===== src/rtl/tetris_grid_pkg.sv =====
// Shared playfield constants and the line_clear state encoding.
// Used by line_clear, grid_addr, grid_mem and the display scanner.
package tetris_grid_pkg;

  localparam int unsigned COLS = 10;
  localparam int unsigned ROWS = 20;
  localparam int unsigned AW   = 8;
  localparam int unsigned DW   = 8;

  localparam logic [DW-1:0] EMPTY_CELL = '0;

  typedef enum logic [2:0] {
    LC_IDLE,
    LC_SCAN,
    LC_SCAN_END,
    LC_COPY_RD,
    LC_COPY_WR,
    LC_CLR_TOP,
    LC_DONE
  } lc_state_t;

endpackage


===== src/rtl/grid_addr.sv =====
// Row/column to linear cell address: addr = row*COLS + col.
// Ports: row, col in; addr_c out (combinational).
module grid_addr
  import tetris_grid_pkg::*;
#(
  parameter int unsigned COLS = tetris_grid_pkg::COLS,
  parameter int unsigned ROWS = tetris_grid_pkg::ROWS,
  parameter int unsigned AW   = tetris_grid_pkg::AW
) (
  input  logic [$clog2(ROWS)-1:0] row,
  input  logic [$clog2(COLS)-1:0] col,
  output logic [AW-1:0]           addr_c
);

  assign addr_c = AW'(32'(row) * 32'(COLS) + 32'(col));

endmodule


===== src/rtl/line_clear.sv =====
// Line-clear engine: scans the grid bottom-up through memory port A, shifts
// everything above each full row down by one, clears the top row and reports
// the number of rows removed.
// Ports: clk, rst (sync, active-high), start, busy, done, lines,
//        mem_addr/mem_wdata/mem_we/mem_rdata (grid_mem port A).
module line_clear
  import tetris_grid_pkg::*;
#(
  parameter int unsigned COLS = tetris_grid_pkg::COLS,
  parameter int unsigned ROWS = tetris_grid_pkg::ROWS,
  parameter int unsigned AW   = tetris_grid_pkg::AW,
  parameter int unsigned DW   = tetris_grid_pkg::DW
) (
  input  logic          clk,
  input  logic          rst,
  input  logic          start,
  output logic          busy,
  output logic          done,
  output logic [4:0]    lines,
  output logic [AW-1:0] mem_addr,
  output logic [DW-1:0] mem_wdata,
  output logic          mem_we,
  input  logic [DW-1:0] mem_rdata
);

  localparam int unsigned RW = $clog2(ROWS);
  localparam int unsigned CW = $clog2(COLS);

  lc_state_t     state;
  logic [RW-1:0] r;       // row under scan
  logic [RW-1:0] rr;      // destination row of the copy loop
  logic [CW-1:0] col;
  logic          full;    // AND of non-empty over the reads seen so far
  logic          copy_wr; // this cycle writes back the word just read
  logic [RW-1:0] a_row;   // registered row/col of the port-A address
  logic [CW-1:0] a_col;

  logic cell_full_c;
  logic row_full_c;
  logic last_col_c;

  assign cell_full_c = (mem_rdata != DW'(EMPTY_CELL));
  assign row_full_c  = full & cell_full_c;
  assign last_col_c  = (col == CW'(COLS - 1));

  // Address comes straight from registered row/col, so it is glitch-free
  // and valid for the whole cycle the state issues it.
  grid_addr #(
    .COLS (COLS),
    .ROWS (ROWS),
    .AW   (AW)
  ) u_grid_addr (
    .row    (a_row),
    .col    (a_col),
    .addr_c (mem_addr)
  );

  // Copy data is only known in the write cycle itself (1-cycle read latency),
  // so write data is forwarded from the read port under a registered select.
  assign mem_wdata = copy_wr ? mem_rdata : DW'(EMPTY_CELL);

  // Main FSM with registered outputs.
  always_ff @(posedge clk) begin
    if (rst) begin
      state   <= LC_IDLE;
      busy    <= 1'b0;
      done    <= 1'b0;
      lines   <= '0;
      mem_we  <= 1'b0;
      copy_wr <= 1'b0;
      r       <= '0;
      rr      <= '0;
      col     <= '0;
      full    <= 1'b0;
      a_row   <= '0;
      a_col   <= '0;
    end else begin
      unique case (state)
        LC_IDLE: begin
          if (start) begin
            state <= LC_SCAN;
            busy  <= 1'b1;
            lines <= '0;
            r     <= RW'(ROWS - 1);
            col   <= '0;
            full  <= 1'b1;
            a_row <= RW'(ROWS - 1);
            a_col <= '0;
          end
        end

        LC_SCAN: begin
          // Data for col-1 is on the read port; col 0's slot holds stale data.
          if (col != '0) full <= row_full_c;
          if (last_col_c) begin
            state <= LC_SCAN_END;
          end else begin
            col   <= col + CW'(1);
            a_col <= col + CW'(1);
          end
        end

        LC_SCAN_END: begin
          col   <= '0;
          a_col <= '0;
          if (!row_full_c) begin
            if (r != '0) begin
              state <= LC_SCAN;
              r     <= r - RW'(1);
              a_row <= r - RW'(1);
              full  <= 1'b1;
            end else begin
              state <= LC_DONE;
              done  <= 1'b1;
              busy  <= 1'b0;
            end
          end else begin
            if (lines != '1) lines <= lines + 5'd1;
            rr <= r;
            if (r != '0) begin
              state <= LC_COPY_RD;
              a_row <= r - RW'(1);
            end else begin
              state  <= LC_CLR_TOP;
              a_row  <= '0;
              mem_we <= 1'b1;
            end
          end
        end

        LC_COPY_RD: begin
          state   <= LC_COPY_WR;
          a_row   <= rr;
          a_col   <= col;
          mem_we  <= 1'b1;
          copy_wr <= 1'b1;
        end

        LC_COPY_WR: begin
          copy_wr <= 1'b0;
          if (last_col_c) begin
            col   <= '0;
            a_col <= '0;
            if (rr == RW'(1)) begin
              state  <= LC_CLR_TOP;
              a_row  <= '0;
            end else begin
              state  <= LC_COPY_RD;
              mem_we <= 1'b0;
              rr     <= rr - RW'(1);
              a_row  <= rr - RW'(2);
            end
          end else begin
            state  <= LC_COPY_RD;
            mem_we <= 1'b0;
            col    <= col + CW'(1);
            a_row  <= rr - RW'(1);
            a_col  <= col + CW'(1);
          end
        end

        LC_CLR_TOP: begin
          if (last_col_c) begin
            // Rescan the same row: the row above has just moved into it.
            state  <= LC_SCAN;
            mem_we <= 1'b0;
            col    <= '0;
            full   <= 1'b1;
            a_row  <= r;
            a_col  <= '0;
          end else begin
            col   <= col + CW'(1);
            a_col <= col + CW'(1);
          end
        end

        LC_DONE: begin
          state <= LC_IDLE;
          done  <= 1'b0;
        end

        default: begin
          state <= LC_IDLE;
        end
      endcase
    end
  end

endmodule


===== config.mk =====
export PLATFORM = sky130hd
export DESIGN_NAME = line_clear
export DESIGN_NICKNAME = d
export VERILOG_FILES = /design/src/rtl/tetris_grid_pkg.sv /design/src/rtl/grid_addr.sv /design/src/rtl/line_clear.sv
export SDC_FILE = /design/constraint.sdc
export NUM_CORES = 1
export LEC_CHECK = 0
export BUFFER_PORTS_ARGS = -buffer_cell sky130_fd_sc_hd__buf_2
export CORE_MARGIN = 2
export CORE_UTILIZATION = 50
export DETAILED_ROUTE_END_ITERATION = 10
export GPL_ROUTABILITY_DRIVEN = 0
export PLACE_DENSITY = 0.77
export RECOVER_POWER = 25
export SLEW_MARGIN = 25
export SYNTH_ARGS = -nofsm -noshare
export SYNTH_HDL_FRONTEND = slang
export SYNTH_HIERARCHICAL = 1
export SYNTH_SLANG_ARGS = --single-unit

===== constraint.sdc =====
create_clock -name clk -period 2.8 [get_ports clk]
set_clock_uncertainty 0.15 [all_clocks]
set_input_delay 0.14 -clock clk [delete_from_list [all_inputs] [get_ports clk]]
set_output_delay 0.14 -clock clk [all_outputs]
set_load 0.1 [all_outputs]

# Word level (Yosys, flattened, before mapping)
# Index checks and enable logic that the tools add are counted.
dict set report classes {
  n_addsub 6
  multipliers 1
  n_eq_ne 23
  mux 51
  n_bitwise 1
  n_reduce_logical 25
}
# cell n
set op_table {}
lappend op_table {{two-way mux 5 bit} 14}
lappend op_table {{one-hot mux 5 bit (2 select lines)} 3}
lappend op_table {{one-hot mux 5 bit (5 select lines)} 1}
lappend op_table {{two-way mux 3 bit} 8}
lappend op_table {{inequality test 2 bit (second input constant)} 12}
lappend op_table {{one-hot mux 4 bit (5 select lines)} 1}
lappend op_table {{AND reduction 4 bit} 5}
lappend op_table {{one-hot mux 3 bit (6 select lines)} 1}
lappend op_table {{one-hot mux 4 bit (4 select lines)} 1}
lappend op_table {{nonzero test 4 bit} 4}
lappend op_table {{nonzero test 5 bit} 3}
lappend op_table {{two-way mux 1 bit} 13}
lappend op_table {{two-way mux 4 bit} 3}
lappend op_table {{AND reduction 3 bit} 4}
lappend op_table {{subtractor 5 x 1 -> 5 bit (second input constant)} 2}
lappend op_table {{== test 3 bit (second input constant)} 3}
lappend op_table {{adder 8 x 4 -> 8 bit} 1}
lappend op_table {{two-way mux 8 bit} 1}
lappend op_table {{one-hot mux 1 bit (4 select lines)} 2}
lappend op_table {{nonzero test 2 bit} 4}
lappend op_table {{nonzero test 8 bit} 1}
lappend op_table {{multiplier 5 x 3 -> 7 bit (second input constant)} 1}
lappend op_table {{== test 3 x 2 -> 1 bit (second input constant)} 2}
lappend op_table {{inequality test 3 bit (second input constant)} 2}
lappend op_table {{13 further kinds} 15}
dict set report totals {
  ff_bits 36
  in_bits 11
  output_inout_bits 24
}

# Depth between registers and ports, before layout
dict set report logic_depth {
  depth_word 4
  depth_mapped 9
}

# By module
# Netlist, hierarchy kept.
# module n_inst cells_each area_per_inst_um2 seq_area_each_um2
set by_module_without_submodules {}
lappend by_module_without_submodules {line_clear 1 324 2502.4 720.7}
lappend by_module_without_submodules {grid_addr 1 28 271.5 0.0}

# Worst setup path before layout
# No wires, ideal clock.
dict set report synth_path {
  kind {register to output}
  from {register a_row[1]}
  to {output port mem_addr[7]}
  arrival_ps 3248
  t_required_ps 2510
  setup_slack_ps -738
  stages_incl_launch_ff 8
  n_path_buf 0
  path_cell_list {dfxtp_1 > ha_1 > ha_1 > fa_1 > xor2_1 > nand4_1 > xnor2_1 > xnor2_1}
}
dict set report synth_between {
  elab_chain_cells 2
}
# item line
set synth_lines {}
lappend synth_lines {{start: declaration} line_clear.sv:35} ;# logic [RW-1:0] a_row;
lappend synth_lines {{start signal: assignment} line_clear.sv:87} ;# a_row <= RW'(ROWS - 1);
lappend synth_lines {{start signal: assignment} line_clear.sv:110} ;# a_row <= r - RW'(1);
lappend synth_lines {{start signal: assignment} line_clear.sv:122} ;# a_row <= r - RW'(1);
lappend synth_lines {{multiplier 5 x 3 -> 7 bit} grid_addr.sv:15} ;# assign addr_c = AW'(32'(row) * 32'(COLS) + 32'(col));
lappend synth_lines {{adder 8 x 4 -> 8 bit} grid_addr.sv:15}
lappend synth_lines {{end: declaration} line_clear.sv:20} ;# output logic [AW-1:0] mem_addr,
# No other way between the ends.

# Final worst setup path
# Ends and elaborated chain as after synthesis.

==> summary by stage <==
Setup path
The number of cells traversed by the worst register-to-register path is 6. The peak fanout along the critical path is 4. The setup slack of the worst register-to-register path is 370 ps. By instance count, the cell type seen most on the critical path is sky130_fd_sc_hd__xnor2_2. For this run, the slowest stage of the critical path takes 410 ps.

STA puts the critical path data arrival time at 2430 ps. The worst setup path is captured at a primary output. The capture instance of the worst register-to-register path is rr[0]$_SDFFE_PP0P_. Walking the worst path, the cells encountered are ha_4 -> ha_2 -> fa_2 -> xor2_2 -> nand4_1 -> xnor2_2 -> xnor2_2 -> buf_12.

The slowest stage of the critical path is the sky130_fd_sc_hd__fa_2 cell. Together, buffers and inverters on the worst path number 1. At the worst endpoint, the required time is 2510 ps. The kind of start point of the critical path is a flop. The beginning of the critical path is a_row[1]$_SDFFE_PP0P_. On the critical path the largest part of the delay comes from adder cells. The setup path with the least slack is of type flop to primary output. In this run the critical register-to-register path is launched from col[0]$_SDFFE_PP0P_.

Timing
The count of final hold-check violations is 0. The number of setup violations in the final report is 0. The total negative slack is 0 ps. Based on the critical path, the design can be clocked at up to 367 MHz.

The shortest period the worst path allows is 2720 ps. The worst hold slack is 230 ps. For the pin with the worst max-slew slack, the measured transition is 1180 ps. The relative slew slack is 21.9%.

The total count of max-transition violations in the final report is 0. The post-route clock period utilization is 97.2%.

Route
The detail-routed via count per cell is 6.02. Across all layers, the routed design uses 2738 vias. The detailed router's first-iteration violation count is 246.

The routed wire length per instance is 15.3 µm. The number of design rule violations left after detail routing is 0. After detailed routing, the total wire length is 6980 µm. The first detailed-routing pass ran for 7 iterations. In this run the remaining antenna-violating nets after routing total 0.

Global routing
The initial antenna violation count is 0. The aggregate global-route resource usage is 24.0%. The total overflow reported by the global router is 0.

The global-route wire length before repair is 12100 µm. The maximum number of pins on one net before global-route repair is 37. The number of global-route vias before repair is 2609.

Worst hold path
The worst hold path terminates at state[0]$_SDFFE_PP0P_. The min-delay analysis places its worst path in the category input port to flop. The worst hold path begins at start. The worst hold path was traced through 4 stages.

Clock tree
The CTS tree is yes. The clock latency at the later pin of the worst-skew pair is 290 ps. The maximum level of the CTS H-tree is 2. The longest clock path from root to sink contains 2 buffers. The number of clock buffers added by TritonCTS is 5. For this design, the sink count on the clock tree is 36. The clock transition at the registers of the reported paths is 70 ps.

The cell at the root of the clock tree is sky130_fd_sc_hd__clkbuf_8.

Final layout
In the layout the commonest cells are 36 x sky130_fd_sc_hd__nand2_1, 36 x sky130_fd_sc_hd__a21oi_1, 34 x sky130_fd_sc_hd__dfxtp_1. The synthesis-to-layout area growth is 14.6%. The number of antenna diodes in the final layout is 0.

The final layout contains 417 nets. Of the cells placed in the final design, the portion with a size suffix greater than 1 is 18.0%.

Logic synthesis
The post-synth net total is 386. Yosys mapped a number of flops with a built-in enable equal to 0. Ranked by total cell area, the synthesized netlist is headed by sky130_fd_sc_hd__dfxtp_1 26%, sky130_fd_sc_hd__ha_1 9.5%, sky130_fd_sc_hd__a21oi_1 6.5%. In this run the mean area of a mapped cell was 7.88 µm².

Synthesis produced 352 cells. For this run, asynchronously set or reset flops after synthesis account for 0%. The top-area cell type share of the netlist area is 26.0%. The top cell type by total area after synthesis is sky130_fd_sc_hd__dfxtp_1.

The leading register cell type out of synthesis is sky130_fd_sc_hd__dfxtp_1. The distinct cell type count of the synthesized netlist is 63. For this run, the number of Yosys warnings is 6.

Sequential elements use 26.0% of the synthesized area. The mapped netlist covers 2770 µm². The flop and latch count out of synthesis is 36.

Power and ir drop
The peak supply drop is 305 µV. Power spread over the standard cell area amounts to 505 nW/µm². Summed over all cells, the static leakage comes to 1.25 nW.

Flow run
Across the run, the number of max-cap violations was 0.

Floorplan
From bottom edge to top edge, the die measures 78.5 µm. For this configuration, the core starts out at a cell density of 51.0%. The number of placement rows is 27. The horizontal die dimension is 78.5 µm. The die covers 6160 µm². The standard cell core area is 5440 µm². The number of top-level pins is 35.

Placement
Buffers placed on the I/O ports in this run total 34. The half-perimeter wire length after detailed placement is 5200 µm.

Run status
The flow ran to the end, and the final reports show no timing, DRC or antenna violations.
## flip-flops by register name, summed over array words and instances (netlist names), 3 cells and up
name / flops
a_col: 4
a_row: 5
col: 4
lines: 5
r: 5
rr: 5
state: 3
## worst max path at each step
stage / endpoint / slack [ps] / depth (start not counted)
after floorplan: mem_addr[7] / -200 / 7
after global placement: mem_addr[7] / 340 / 7
after detailed placement: mem_addr[7] / 240 / 8
after CTS: mem_addr[7] / 7 / 8
after global routing: mem_addr[7] / -20 / 8
final: mem_addr[7] / 80 / 8
## metrics by stage
stage	util, %	worst slack [ps]	area [µm²]	cells	power [mW]
floorplan	-	-195	2800	352	1.13
global placement	56.4	338	3070	446	1.25
detailed placement	56.4	244	3070	446	1.26
CTS	58.0	7.40	3160	453	1.61
global route	58.5	-19.5	3180	455	1.70
finish	58.5	77.1	3180	455	1.61
## what timing repair did
item / CTS / global route
pin swaps: 1 / 5
setup buffers: 0 / 2
resized for setup: 2 / 6
hold buffers: 0 / 0
endpoints found under the setup margin: 1 / 1
## worst reg2reg max path, delay by kind of cell (launching register included)
| kind | cells | cell delay (ps) |
|---|---|---|
| compound gates | 3 | 780 |
| simple gates | 2 | 720 |
| flops | 1 | 430 |
| fa+ha+maj | 1 | 240 |
## Yosys cell counts, drive strengths merged, types with 4 or more instances
master   n
xor2     7
clkbuf  13
a22o     4
nor3    11
nor3b    4
inv     14
and2     8
dfxtp   36
a21oi   37
buf     10
nand3    9
nor2    29
xnor2    8
o21ai   21
o211ai   8
o22ai    6
o31ai    4
ha      21
nand2   36
a211oi   7
## cells by family (layout without fill, tap and decap cells)
family                   after synthesis  after routing  synth area share (%)
multiplexers                           1              1                 0.406
flip-flops                            36             36                  26.0
AND/OR/NAND/NOR                      123            123                  23.9
buffers and inverters                 38             69                  5.95
AO/OA/AOI/OAI                        116            116                  28.1
adder cells (fa/ha/maj)               23             23                  10.9
XOR/XNOR                              15             15                  4.74
## report_power, final
group	total (mW)	internal, mW	switching, mW
Combinational	0.657	0.195	0.462
Clock	0.348	0.169	0.179
Sequential	0.601	0.548	0.0531
Total	1.61	0.912	0.694
## layer usage
metal,vias up,wire length (µm),GRT usage (%)
li1,1357,-,-
met1,1300,3060,30.3
met2,70,3510,41.5
met3,11,322,3.56
met4,0,85,8.42
met5,-,0,0
## layout make-up
class	instances	area, µm²
clock inverters	1	5.00
multi-input cells	278	1950
repair buffers	47	278
well taps	72	90.1
clock buffers	6	72.6
fillers	502	2260
inverters	15	57.6
flip-flops and latches	36	726
(Power assumes the default switching activity.)
